**src/rtl/flipper_bus_pkg.sv**
```systemverilog
// Shared FSM state type and constants for the CPU-to-register-unit bus router.
package flipper_bus_pkg;

    typedef enum logic [1:0] {
        ST_IDLE  = 2'd0,
        ST_ISSUE = 2'd1,
        ST_WAIT  = 2'd2,
        ST_RESP  = 2'd3
    } rtr_state_t;

    localparam int DEF_SEL_W = 4;
    localparam int ERR_RDATA = 0;

endpackage

```
**src/rtl/cpu_bus_router.sv**
```systemverilog
// Single-outstanding CPU bus router to NUM_UNITS register units, selected by the top address bits.
// Optional WAIT-state watchdog enabled by defining CPU_BUS_ROUTER_TIMEOUT_EN.
//
// state | meaning
// IDLE  | ready for a CPU request; latches it on up_req_valid
// ISSUE | one-cycle read/write strobe to the selected unit
// WAIT  | holding address/data until the selected unit acks (or times out)
// RESP  | response held on the upstream side until up_rsp_ready
module cpu_bus_router
    import flipper_bus_pkg::*;
#(
    parameter int NUM_UNITS = 4,
    parameter int ADDR_W    = 16,
    parameter int SEL_W     = DEF_SEL_W,
    parameter int DATA_W    = 32,
    parameter int TIMEOUT   = 255
) (
    input  logic                        clk,
    input  logic                        resetn,
    input  logic                        up_req_valid,
    output logic                        up_req_ready,
    input  logic                        up_req_write,
    input  logic [ADDR_W-1:0]           up_req_addr,
    input  logic [DATA_W-1:0]           up_req_wdata,
    output logic                        up_rsp_valid,
    input  logic                        up_rsp_ready,
    output logic [DATA_W-1:0]           up_rsp_rdata,
    output logic                        up_rsp_err,
    output logic [NUM_UNITS-1:0]        unit_rd,
    output logic [NUM_UNITS-1:0]        unit_wr,
    output logic [ADDR_W-SEL_W-1:0]     unit_addr,
    output logic [DATA_W-1:0]           unit_wdata,
    input  logic [NUM_UNITS-1:0]        unit_ack,
    input  logic [NUM_UNITS*DATA_W-1:0] unit_rdata
);

    rtr_state_t                r_state;
    logic                      r_write;
    logic [SEL_W-1:0]          r_sel;
    logic [ADDR_W-SEL_W-1:0]   r_unit_addr;
    logic [DATA_W-1:0]         r_unit_wdata;
    logic [DATA_W-1:0]         r_rsp_rdata;
    logic                      r_rsp_err;

    rtr_state_t                w_state_nxt;
    logic [SEL_W-1:0]          w_req_sel;
    logic                      w_req_sel_ok;
    logic [NUM_UNITS-1:0]      w_sel_oh;
    logic                      w_ack_hit;
    logic                      w_tmo_hit;
    logic [DATA_W-1:0]         w_rdata_sel;
    logic                      w_rsp_load;
    logic                      w_rsp_err;
    logic [DATA_W-1:0]         w_rsp_rdata;

    assign w_req_sel    = up_req_addr[ADDR_W-1 -: SEL_W];
    assign w_req_sel_ok = (32'(w_req_sel) < 32'(NUM_UNITS));
    // Everything downstream keys off the latched selector, never the live address.
    assign w_sel_oh     = NUM_UNITS'(1) << r_sel;
    assign w_ack_hit    = |(unit_ack & w_sel_oh);

    always_comb begin
        w_rdata_sel = '0;
        for (int i = 0; i < NUM_UNITS; i++) begin
            if (w_sel_oh[i]) begin
                w_rdata_sel = w_rdata_sel | unit_rdata[i*DATA_W +: DATA_W];
            end
        end
    end

`ifdef CPU_BUS_ROUTER_TIMEOUT_EN
    localparam int TMO_W = $clog2(TIMEOUT + 1);

    logic [TMO_W-1:0] r_tmo_cnt;

    always_ff @(posedge clk or negedge resetn) begin
        if (!resetn) begin
            r_tmo_cnt <= '0;
        end else if (r_state == ST_ISSUE) begin
            r_tmo_cnt <= '0;
        end else if (r_state == ST_WAIT) begin
            r_tmo_cnt <= r_tmo_cnt + TMO_W'(1);
        end
    end

    assign w_tmo_hit = (r_state == ST_WAIT) && (r_tmo_cnt == TMO_W'(TIMEOUT - 1));
`else
    assign w_tmo_hit = 1'b0;
`endif

    always_comb begin
        w_state_nxt = r_state;
        w_rsp_load  = 1'b0;
        w_rsp_err   = 1'b0;
        w_rsp_rdata = DATA_W'(ERR_RDATA);
        case (r_state)
            ST_IDLE: begin
                if (up_req_valid) begin
                    if (w_req_sel_ok) begin
                        w_state_nxt = ST_ISSUE;
                    end else begin
                        w_state_nxt = ST_RESP;
                        w_rsp_load  = 1'b1;
                        w_rsp_err   = 1'b1;
                    end
                end
            end
            ST_ISSUE, ST_WAIT: begin
                if (w_ack_hit) begin
                    w_state_nxt = ST_RESP;
                    w_rsp_load  = 1'b1;
                    if (!r_write) begin
                        w_rsp_rdata = w_rdata_sel;
                    end
                end else if (w_tmo_hit) begin
                    w_state_nxt = ST_RESP;
                    w_rsp_load  = 1'b1;
                    w_rsp_err   = 1'b1;
                end else begin
                    w_state_nxt = ST_WAIT;
                end
            end
            ST_RESP: begin
                if (up_rsp_ready) begin
                    w_state_nxt = ST_IDLE;
                end
            end
            default: w_state_nxt = ST_IDLE;
        endcase
    end

    always_ff @(posedge clk or negedge resetn) begin
        if (!resetn) begin
            r_state      <= ST_IDLE;
            r_write      <= 1'b0;
            r_sel        <= '0;
            r_unit_addr  <= '0;
            r_unit_wdata <= '0;
            r_rsp_rdata  <= '0;
            r_rsp_err    <= 1'b0;
        end else begin
            r_state <= w_state_nxt;
            if (r_state == ST_IDLE && up_req_valid) begin
                r_write      <= up_req_write;
                r_sel        <= w_req_sel;
                r_unit_addr  <= up_req_addr[ADDR_W-SEL_W-1:0];
                r_unit_wdata <= up_req_wdata;
            end
            if (w_rsp_load) begin
                r_rsp_rdata <= w_rsp_rdata;
                r_rsp_err   <= w_rsp_err;
            end
        end
    end

    // Gated by resetn so the CPU never sees ready while the block is held in reset.
    assign up_req_ready = resetn && (r_state == ST_IDLE);
    assign up_rsp_valid = (r_state == ST_RESP);
    assign up_rsp_rdata = r_rsp_rdata;
    assign up_rsp_err   = r_rsp_err;
    assign unit_rd      = (r_state == ST_ISSUE && !r_write) ? w_sel_oh : '0;
    assign unit_wr      = (r_state == ST_ISSUE &&  r_write) ? w_sel_oh : '0;
    assign unit_addr    = r_unit_addr;
    assign unit_wdata   = r_unit_wdata;

endmodule

```
**config.mk**
```make
export PLATFORM = sky130hd
export DESIGN_NAME = cpu_bus_router
export DESIGN_NICKNAME = d
export VERILOG_FILES = /design/src/rtl/flipper_bus_pkg.sv /design/src/rtl/cpu_bus_router.sv
export SDC_FILE = /design/constraint.sdc
export NUM_CORES = 1
export LEC_CHECK = 0
export ABC_AREA = 1
export BUFFER_PORTS_ARGS = -buffer_cell sky130_fd_sc_hd__buf_2
export CORE_ASPECT_RATIO = 1.75
export CORE_MARGIN = 8
export CORE_UTILIZATION = 48
export DETAILED_ROUTE_END_ITERATION = 8
export HOLD_SLACK_MARGIN = 0.02
export PLACE_DENSITY = 0.94
export SYNTH_ARGS = -nofsm -noshare
export SYNTH_HDL_FRONTEND = slang
export SYNTH_SLANG_ARGS = --single-unit
```
**constraint.sdc**
```tcl
create_clock -name clk -period 3.5 [get_ports clk]
set_input_delay 0.35 -clock clk [delete_from_list [all_inputs] [get_ports clk]]
set_output_delay 0.35 -clock clk [all_outputs]
set_load 0.02 [all_outputs]
```
# [After elaboration in Yosys (flattened, before gate mapping)]
# Index checks and enable logic that the tools add are counted.
# W data, S select, Z words.
[totals] elab_cells=46 input_bits=185 ff_bits=84
[op_classes] n_reduce_logical=9 bitwise=4 order_cmp=1 eq_ne=5 n_shift=1 mux=19
[op_table] op="$mux W32" n=7
[op_table] op="$or A32 B32 Y32" n=3
[op_table] op="$mux W4" n=2
[op_table] op="$mux W2" n=3
[op_table] op="$pmux W2 S3" n=1
[op_table] op="$mux W1" n=5
[op_table] op="$and A4 B4 Y4" n=1
[op_table] op="$eq A2 B2 Y1 const B" n=2
[op_table] op="$logic_and A1 B1 Y1" n=4
[op_table] op="$lt A4 B3 Y1 const B" n=1
[op_table] op="$reduce_or A4 Y1" n=1
[op_table] op="$shl A1 B4 Y4 const A" n=1
[op_table] op="$eq A2 B1 Y1 const B" n=1
[op_table] op="$logic_not A2 Y1" n=1
[op_table] op="$ne A2 B1 Y1 const B" n=1
[op_table] op="$ne A2 B2 Y1 const B" n=1
[op_table] op="$pmux W1 S2" n=1
[op_table] op="$reduce_and A2 Y1" n=1
[op_table] op="$reduce_or A2 Y1" n=1
[op_table] op="$logic_not A1 Y1" n=1

# [Logic depth before layout (Yosys ltp)]
# Gate-level depths: netlist (run 1).
[depth] ltp_word=11 depth_mapped=11 depth_no_buf=10

# [Worst setup path before layout (run 1)]
# No wires, ideal clock.
[synth_timing] path_type="flip-flop to output port" start="register r_sel[3]" end="output port unit_rd[0]" arrival_time_ps=1264 setup_slack_ps=1886 path_stages_with_launch=6 n_path_buf=2 required_ps=3150 cell_sequence="dfrtp_1 > nor2_4 > buf_4 > buf_2 > nand2_1 > nor2_1"
[synth_via] elab_chain_cells=2
[synth_lines] element="start, declared" line_no="cpu_bus_router.sv:39" source="logic [SEL_W-1:0] r_sel;"
[synth_lines] element="start signal, assigned" line_no="cpu_bus_router.sv:145" source="r_sel <= w_req_sel;"
[synth_lines] element="$shl A1 B4 Y4" line_no="cpu_bus_router.sv:59" source="assign w_sel_oh = NUM_UNITS'(1) << r_sel;"
[synth_lines] element="$mux W4" line_no="cpu_bus_router.sv:161" source="assign unit_rd = (r_state == ST_ISSUE && !r_write) ? w_sel_oh : '0;"
[synth_lines] element="end, declared" line_no="cpu_bus_router.sv:29" source="output logic [NUM_UNITS-1:0] unit_rd,"
# Every way passes these cells.

# [Final worst setup path (run 1)]
[layout_timing] start="register r_sel[3]" end="output port unit_wr[3]"
[layout_via] elab_chain_cells=2
[layout_lines] element="$shl A1 B4 Y4" line_no="cpu_bus_router.sv:59"
[layout_lines] element="$mux W4" line_no="cpu_bus_router.sv:162" source="assign unit_wr = (r_state == ST_ISSUE && r_write) ? w_sel_oh : '0;"
[layout_lines] element="end, declared" line_no="cpu_bus_router.sv:30" source="output logic [NUM_UNITS-1:0] unit_wr,"
# Every way passes these cells.

==> reports/metrics.csv, run 1 <==
metric;value;unit
Core Util, Final;65.80;%
Top cell by count, worst path;buf_4;
DR pass1 iterations;5;
status;complete, no violations;
fmax;0.4103;GHz
GRT Total Usage;24.13;%
CP max stage delay;0.44;ns
Iteration-0 DRC Markers;299;
Buf/Inv on CP;3;
Total Power;5397;µW
RD Place Congestion;0.8559;
main combinational cell family by area after synthesis;simple AND/OR/NAND/NOR gates;
Clock Skews;0.008404;ns
total setup buffers inserted after CTS;0;
post-route setup TNS;0;ns
Synth Area in Adders;0.7837;%
PortBufs;271;
Worst Hold Class;in -> async;
CTS clock-pin slew for the worst setup and hold paths;0.06;ns
chip width;91.51;µm
Remaining Overflow, GRT;0;
CP delay by family, top;buffers and inverters;
Residual DRC;0;
H-tree levels;3;
CP Cell Sequence;nor2_4 > buf_4 > buf_4 > nand2_1 > nor2_1 > buf_2;
min Tclk post-route;2.437;ns
antenna viol nets, final;0;
CP Max Fanout;37;
reg-to-reg slack, setup;1.12;ns
Mapped Area;4790;µm²
CP endpoint kind;output port;
CTS resizes;0;
Vias/cell;5.152;
fin nets;1118;
CP Launch Type;register;
Synth Instances;690;
Syn Area/Cell;6.941;µm²
core area;9789;µm²
simple-gate share of the synthesized area;44.33;%
Tcrit/Tclk final;69.63;%
share of cells above drive strength 1;33.37;%
worst rel slew slack;57.10;%
RSZ-0062 raised after global routing;no;
cell area after layout;6441;µm²
#FFs+latches synth;84;
HPWL after DPL;13.02;mm
critical path arrival;2.09;ns
worst slew pin tran;0.6412;ns
via count of the routed design;5471;
CTS buffer count;9;
MaxCap Viol Count;0;
Max clock buf depth;2;
final WL;16.86;mm
die area;13560;µm²
initial antenna violation count;1;
height of the die;148.1;µm
Initial Utilization;48.93;%
CP max-delay cell;dfrtp_1;
Cell Area, Placed;6112;µm²
Yosys cell types;20;
num rows;48;
Final Max Slew Viols;0;
post-synthesis mux area share;0;%
Synth Area in Compound Gates;4.206;%
XOR/XNOR share of the synthesized area;0;%
power density cells;837.9;nW/µm²
Clock Sinks;84;
area grow syn2layout;34.48;%
RR Endpoint;up_rsp_rdata[13]$_DFFE_PN0P_;
WL/cell;15.87;µm
Peak VDD IR;0.5645;mV
Post-CTS Hold Fix Bufs;0;
R2R cell count;10;
post-synthesis sequential area ratio;43.89;%
clock latency on the worst-skew pair;0.33;ns
global-route wire length before repair;26.52;mm
CTS tree;done;
vias in the first global route;5378;
net count after synthesis;878;
I/O pin total;272;
count of final hold-check violations;0;
leakage power;0.003855;µW
clock root cell;clkbuf_16;
WP data required;3.15;ns
R2R Path Start;r_sel[3]$_DFFE_PN0P_;
Ys Warns;0;
largest net degree at the start of global routing;67;
Setup Viol. Count Final;0;
crit path kind;reg -> out;
[synthesized netlist by cell type (all sizes together)]
library cell | instances | share of area (%)
nand2 | 286 | 23
a21oi | 1 | 0.10
buf | 31 | 4.1
clkbuf | 22 | 1.7
inv | 12 | 0.94
or2 | 1 | 0.13
nand3 | 165 | 18
dfrtp | 84 | 44
o21ai | 38 | 4.0
nor2 | 46 | 4.1
ha | 3 | 0.78
a31oi | 1 | 0.13
[worst max path at each step]
stage / startpoint / to / slack [ns] / depth (start not counted)
2_1_floorplan: r_sel[3]$_DFFE_PN0P_ / unit_rd[0] / 1.89 / 5
3_3_place_gp: r_sel[3]$_DFFE_PN0P_ / up_rsp_rdata[5]$_DFFE_PN0P_ / 1.19 / 10
3_5_place_dp: r_sel[3]$_DFFE_PN0P_ / up_rsp_rdata[7]$_DFFE_PN0P_ / 1.11 / 10
4_1_cts: r_sel[3]$_DFFE_PN0P_ / unit_wr[3] / 1.07 / 6
5_1_grt: r_sel[3]$_DFFE_PN0P_ / up_rsp_rdata[20]$_DFFE_PN0P_ / 0.86 / 10
6_report: r_sel[3]$_DFFE_PN0P_ / unit_wr[3] / 1.06 / 6
[metrics by stage]
stage,hold WS (ns),setup WS [ns],cells
2_1_floorplan,0.05441,1.886,690
3_3_place_gp,0.3772,1.187,1044
3_5_place_dp,0.3851,1.112,1044
4_1_cts,0.02350,1.067,1060
5_1_grt,0.04376,0.8597,1061
6_report,0.001456,1.063,1062
[layout by cell type (no fill, tap or decap), drive strengths merged]
master    Yosys  layout
buf          31     282
a31oi         1       1
o21ai        38      38
dfrtp        84      84
nor2         46      46
clkinvlp      0       1
clkinv        0       2
nand2       286     286
a21oi         1       1
ha            3       3
clkbuf       22       9
diode         0       2
nand3       165     165
or2           1       1
inv          12      14
bufinv        0       2
[final cells by class]
type	count	area (µm²)
clock buffer	9	225.2
clock inverter	7	98.84
antenna	2	5.005
inverter	12	45.04
fill	901	3348
multi-input combinational	541	2367
tap	125	156.4
timing repair buffer	282	1441
sequential	84	2102
[registers in the layout, summed over array words and instances (netlist names)]
name and flops:
unit_addr 12, r_write 1, up_rsp_rdata 32, r_sel 4
unit_wdata 32, up_rsp_err 1, r_state 2
[cells by family (layout without fill, tap and decap cells)]
kind of cell | Yosys count | after routing
AND/OR/NAND/NOR | 498 | 498
flip-flops | 84 | 84
buffers and inverters | 65 | 310
AO/OA/AOI/OAI | 40 | 40
adder cells (fa/ha/maj) | 3 | 3
other | 0 | 2
[layer usage]
layer  vias to the layer above  GRT usage (%)  share of wire, %
met5                         -              0                 0
met4                         0          13.36               4.2
met3                        40          5.603               6.6
met2                       226          41.09                51
met1                      2489          26.96                38
li1                       2716              -                 -
[worst register-to-register path: stages, from the launching register on]
cell and delay, ns:
dfrtp_1 0.44, nor2_4 0.13, buf_4 0.31, nand3_1 0.12
nand2_1 0.10, inv_2 0.04, nand2_2 0.09, nand3_4 0.31
nand2_2 0.58, nand2_1 0.12, nand2_1 0.09
[where the power goes]
group / internal (µW) / leakage [µW] / switching [µW] / total [µW]
clock network: 630 / 0.000156 / 396 / 1030
registers: 1330 / 0.00109 / 214 / 1540
logic: 828 / 0.00261 / 2000 / 2830
total: 2790 / 0.00386 / 2610 / 5400
(Power assumes the default switching activity.)
==> inputs of run 2 (changes only) <==
Settings changed: ABC_AREA 1 to 0, CORE_UTILIZATION 48 to 43, PLACE_DENSITY 0.94 to 0.89.
Clock period 3.5 ns to 2.3 ns, I/O delays scaled along.
==> run 2 against run 1 <==
- clock-buffer cell count did not move
- critical endpoint is now up_rsp_rdata[8]$_DFFE_PN0P_
- non-clock buffer count increased by 1
- register-to-register slack worse by 0.99 ns
- highest routed layer unchanged
- final cell count shrank 32%
- critical path depth is 2 higher
- synthesized area shrank 12%
- worst hold slack better by 0.11 ns
- total power up 61%
==> reports/metrics.csv, run 2 <==
metric;value;unit;change
status;complete, no violations;;unchanged
sw power;3574;µW;was 2611 µW
fmax;0.4604;GHz;
GRT Total Usage;21.24;%;was 24.13%
largest net degree at the start of global routing;65;;was 67
Syn Area/Cell;12.73;µm²;was 6.941 µm²
clock latency on the worst-skew pair;0.32;ns;was 0.33 ns
#FFs+latches synth;84;;unchanged
worst slew pin tran;0.6496;ns;was 0.6412 ns
Setup Viol. Count Final;0;;unchanged
power density cells;1427;nW/µm²;was 837.9 nW/µm²
share of cells above drive strength 1;57.24;%;was 33.37%
fin cells;726;;was 1062
Core Util, Final;62.84;%;was 65.80%
via count of the routed design;3901;;was 5471
min Tclk post-route;2.172;ns;
H-tree levels;3;;unchanged
Tcrit/Tclk final;94.45;%;
Max clock buf depth;2;;unchanged
final WL;14.81;mm;was 16.86 mm
Clock Sinks;84;;unchanged
fin nets;785;;was 1118
critical path arrival;2.44;ns;was 2.09 ns
fill cell count;803;;was 901
Clock Power Share;17.2;%;was 19.0%
Net Sw Frac;41.23;%;was 48.38%
Iteration-0 DRC Markers;162;;was 299
Inserted Diodes;0;;was 2
PortBufs;271;;unchanged
most numerous cell in the Yosys netlist;dfrtp_1;;was nand2_1
Comb power frac;51.9;%;was 52.4%
vias in the first global route;4384;;was 5378
post-route setup TNS;0;ns;unchanged
Cell Area, Placed;5650;µm²;was 6112 µm²
synth cell count leaders;dfrtp_1, mux2i_1, mux2_2, a22o_1, o22ai_1;;was nand2_1, nand3_1, dfrtp_1, nor2_1, o21ai_0
core area;9669;µm²;was 9789 µm²
most common cell after layout, fill and taps aside;buf_2;;was nand2_1
FFs w/ async S/R, synth;100.0;%;unchanged
Residual DRC;0;;unchanged
num rows;48;;unchanged
Ys Warns;0;;unchanged
crit path kind;reg -> reg;;was reg -> out
RD Place Congestion;0.9786;;was 0.8559
Final Max Slew Viols;0;;unchanged
MaxCap Viol Count;0;;unchanged
reg-to-reg slack, setup;0.13;ns;was 1.12 ns
area grow syn2layout;44.61;%;was 34.48%
chip width;90.72;µm;was 91.51 µm
CTS clock-pin slew for the worst setup and hold paths;0.06;ns;about the same
antenna viol nets, final;0;;unchanged
Mapped Area;4202;µm²;was 4790 µm²
Yosys cell types;30;;was 20
WL/cell;20.40;µm;was 15.87 µm
Peak VDD IR;0.9099;mV;was 0.5645 mV
Post-synth top flop;dfrtp_1;;unchanged
worst rel slew slack;56.69;%;was 57.10%
leakage power;0.003252;µW;was 0.003855 µW
Synth area leaders;dfrtp_1, mux2i_1, mux2_2;;was dfrtp_1, nand2_1, nand3_1
Synth Instances;330;;was 690
HPWL after DPL;11.49;mm;was 13.02 mm
DR pass1 iterations;6;;was 5
Initial Utilization;43.45;%;was 48.93%
CTS buffer count;9;;unchanged
cell area after layout;6076;µm²;was 6441 µm²
register area;2106;µm²;was 2102 µm²
CP Max Fanout;16;;was 37
Cell Count Post-Placement;704;;was 1044
initial antenna violation count;0;;was 1
clock root cell;clkbuf_16;;unchanged
die area;13310;µm²;was 13560 µm²
commonest cells after routing, fill and taps aside;buf_2, dfrtp_1, mux2i_1;;was nand2_1, buf_2, nand3_1
Multi-input gate area;1959;µm²;was 2367 µm²
Sequential Power Share;31.0;%;was 28.6%
WP data required;2.57;ns;was 3.15 ns
height of the die;146.8;µm;was 148.1 µm
Clock Skews;0.006053;ns;was 0.008404 ns
count of final hold-check violations;0;;unchanged
Worst Hold Class;in -> reg;;was in -> async
Yosys top cell area share;50.03;%;was 43.89%
post-synthesis sequential area ratio;50.03;%;was 43.89%
CTS tree;done;;unchanged
internal power;5094;µW;was 2786 µW
Remaining Overflow, GRT;0;;unchanged
global-route wire length before repair;22.58;mm;was 26.52 mm
CP Launch Type;register;;unchanged
leading area contributor after synthesis;dfrtp_1;;unchanged
CP endpoint kind;register;;was output port
Vias/cell;5.373;;was 5.152
EDFF count, synth;0;;unchanged
I/O pin total;272;;unchanged
Total Power;8668;µW;was 5397 µW
net count after synthesis;518;;was 878
run 2: final cells by class:
type | instances | area share [%]
multi-input cells | 215 | 32.25
inverters | 4 | 0.2471
well taps | 125 | 2.574
repair buffers | 283 | 25.08
clock buffers | 9 | 3.707
clock inverters | 6 | 1.483
flip-flops and latches | 84 | 34.66
run 2: stage by stage:
stage               setup WS, ns  hold slack [ns]
global placement          0.1908           0.1963
CTS                      0.05867          0.09620
floorplan                 0.2376         -0.06559
detailed placement       0.07279           0.2063
finish                    0.1277           0.1143
global route           -0.001219           0.1047
run 2: path summary, 6_finish.rpt:
check                                                 from                          end  cells past startpoint
min in group asynchronous                           resetn          r_write$_DFFE_PN0P_                      2
worst min register to register  unit_wdata[12]$_DFFE_PN0P_   unit_wdata[12]$_DFFE_PN0P_                      1
worst min-delay path                      up_req_wdata[12]   unit_wdata[12]$_DFFE_PN0P_                      2
worst max register to register      r_state[0]$_DFFE_PN0P_  up_rsp_rdata[8]$_DFFE_PN0P_                      8
max in group asynchronous                           resetn   unit_wdata[24]$_DFFE_PN0P_                      3
worst max-delay path                r_state[0]$_DFFE_PN0P_  up_rsp_rdata[8]$_DFFE_PN0P_                      8
run 2: cell families (layout without fill, tap and decap cells):
logic type,count (synthesis),after routing,synth area share (%)
multiplexers,115,115,28.86
flip-flops,84,84,50.03
AO/OA/AOI/OAI,73,74,13.25
buffers and inverters,32,302,3.752
AND/OR/NAND/NOR,23,23,3.217
adder cells (fa/ha/maj),3,3,0.8935
run 2: what timing repair did:
item / CTS / global route
setup endpoints to repair: 0 / 32
hold buffers: 1 / 0
endpoints found under the hold margin: 32 / 0
setup buffers: 0 / 3
resized for setup: 0 / 1
run 2: power groups by stage:
stage | sequential [µW] | clock (µW) | combinational (µW)
finish | 2680 | 1490 | 4500
floorplan | 3450 | 0 | 2200
detailed placement | 2710 | 0 | 4380
global route | 2770 | 1600 | 4800
global placement | 2660 | 0 | 4230
CTS | 2690 | 1550 | 4400
run 2: routing by layer:
layer,up-vias,global-route usage (%),part of all wire [%],wire length (µm)
met4,0,10.56,3.5,524
li1,1782,-,-,-
met2,212,36.88,52,7700
met3,43,7.205,8.6,1273
met5,-,0,0,0
met1,1864,22.21,36,5316
run 2: critical path, stage by stage (launching register included):
cell and delay (ns):
dfrtp_1 0.37, inv_1 0.07, ha_1 0.29, or4b_1 0.46, o32a_4 0.25, nor3_4 0.21, buf_12 0.14, clkbuf_16 0.16
a22o_1 0.14
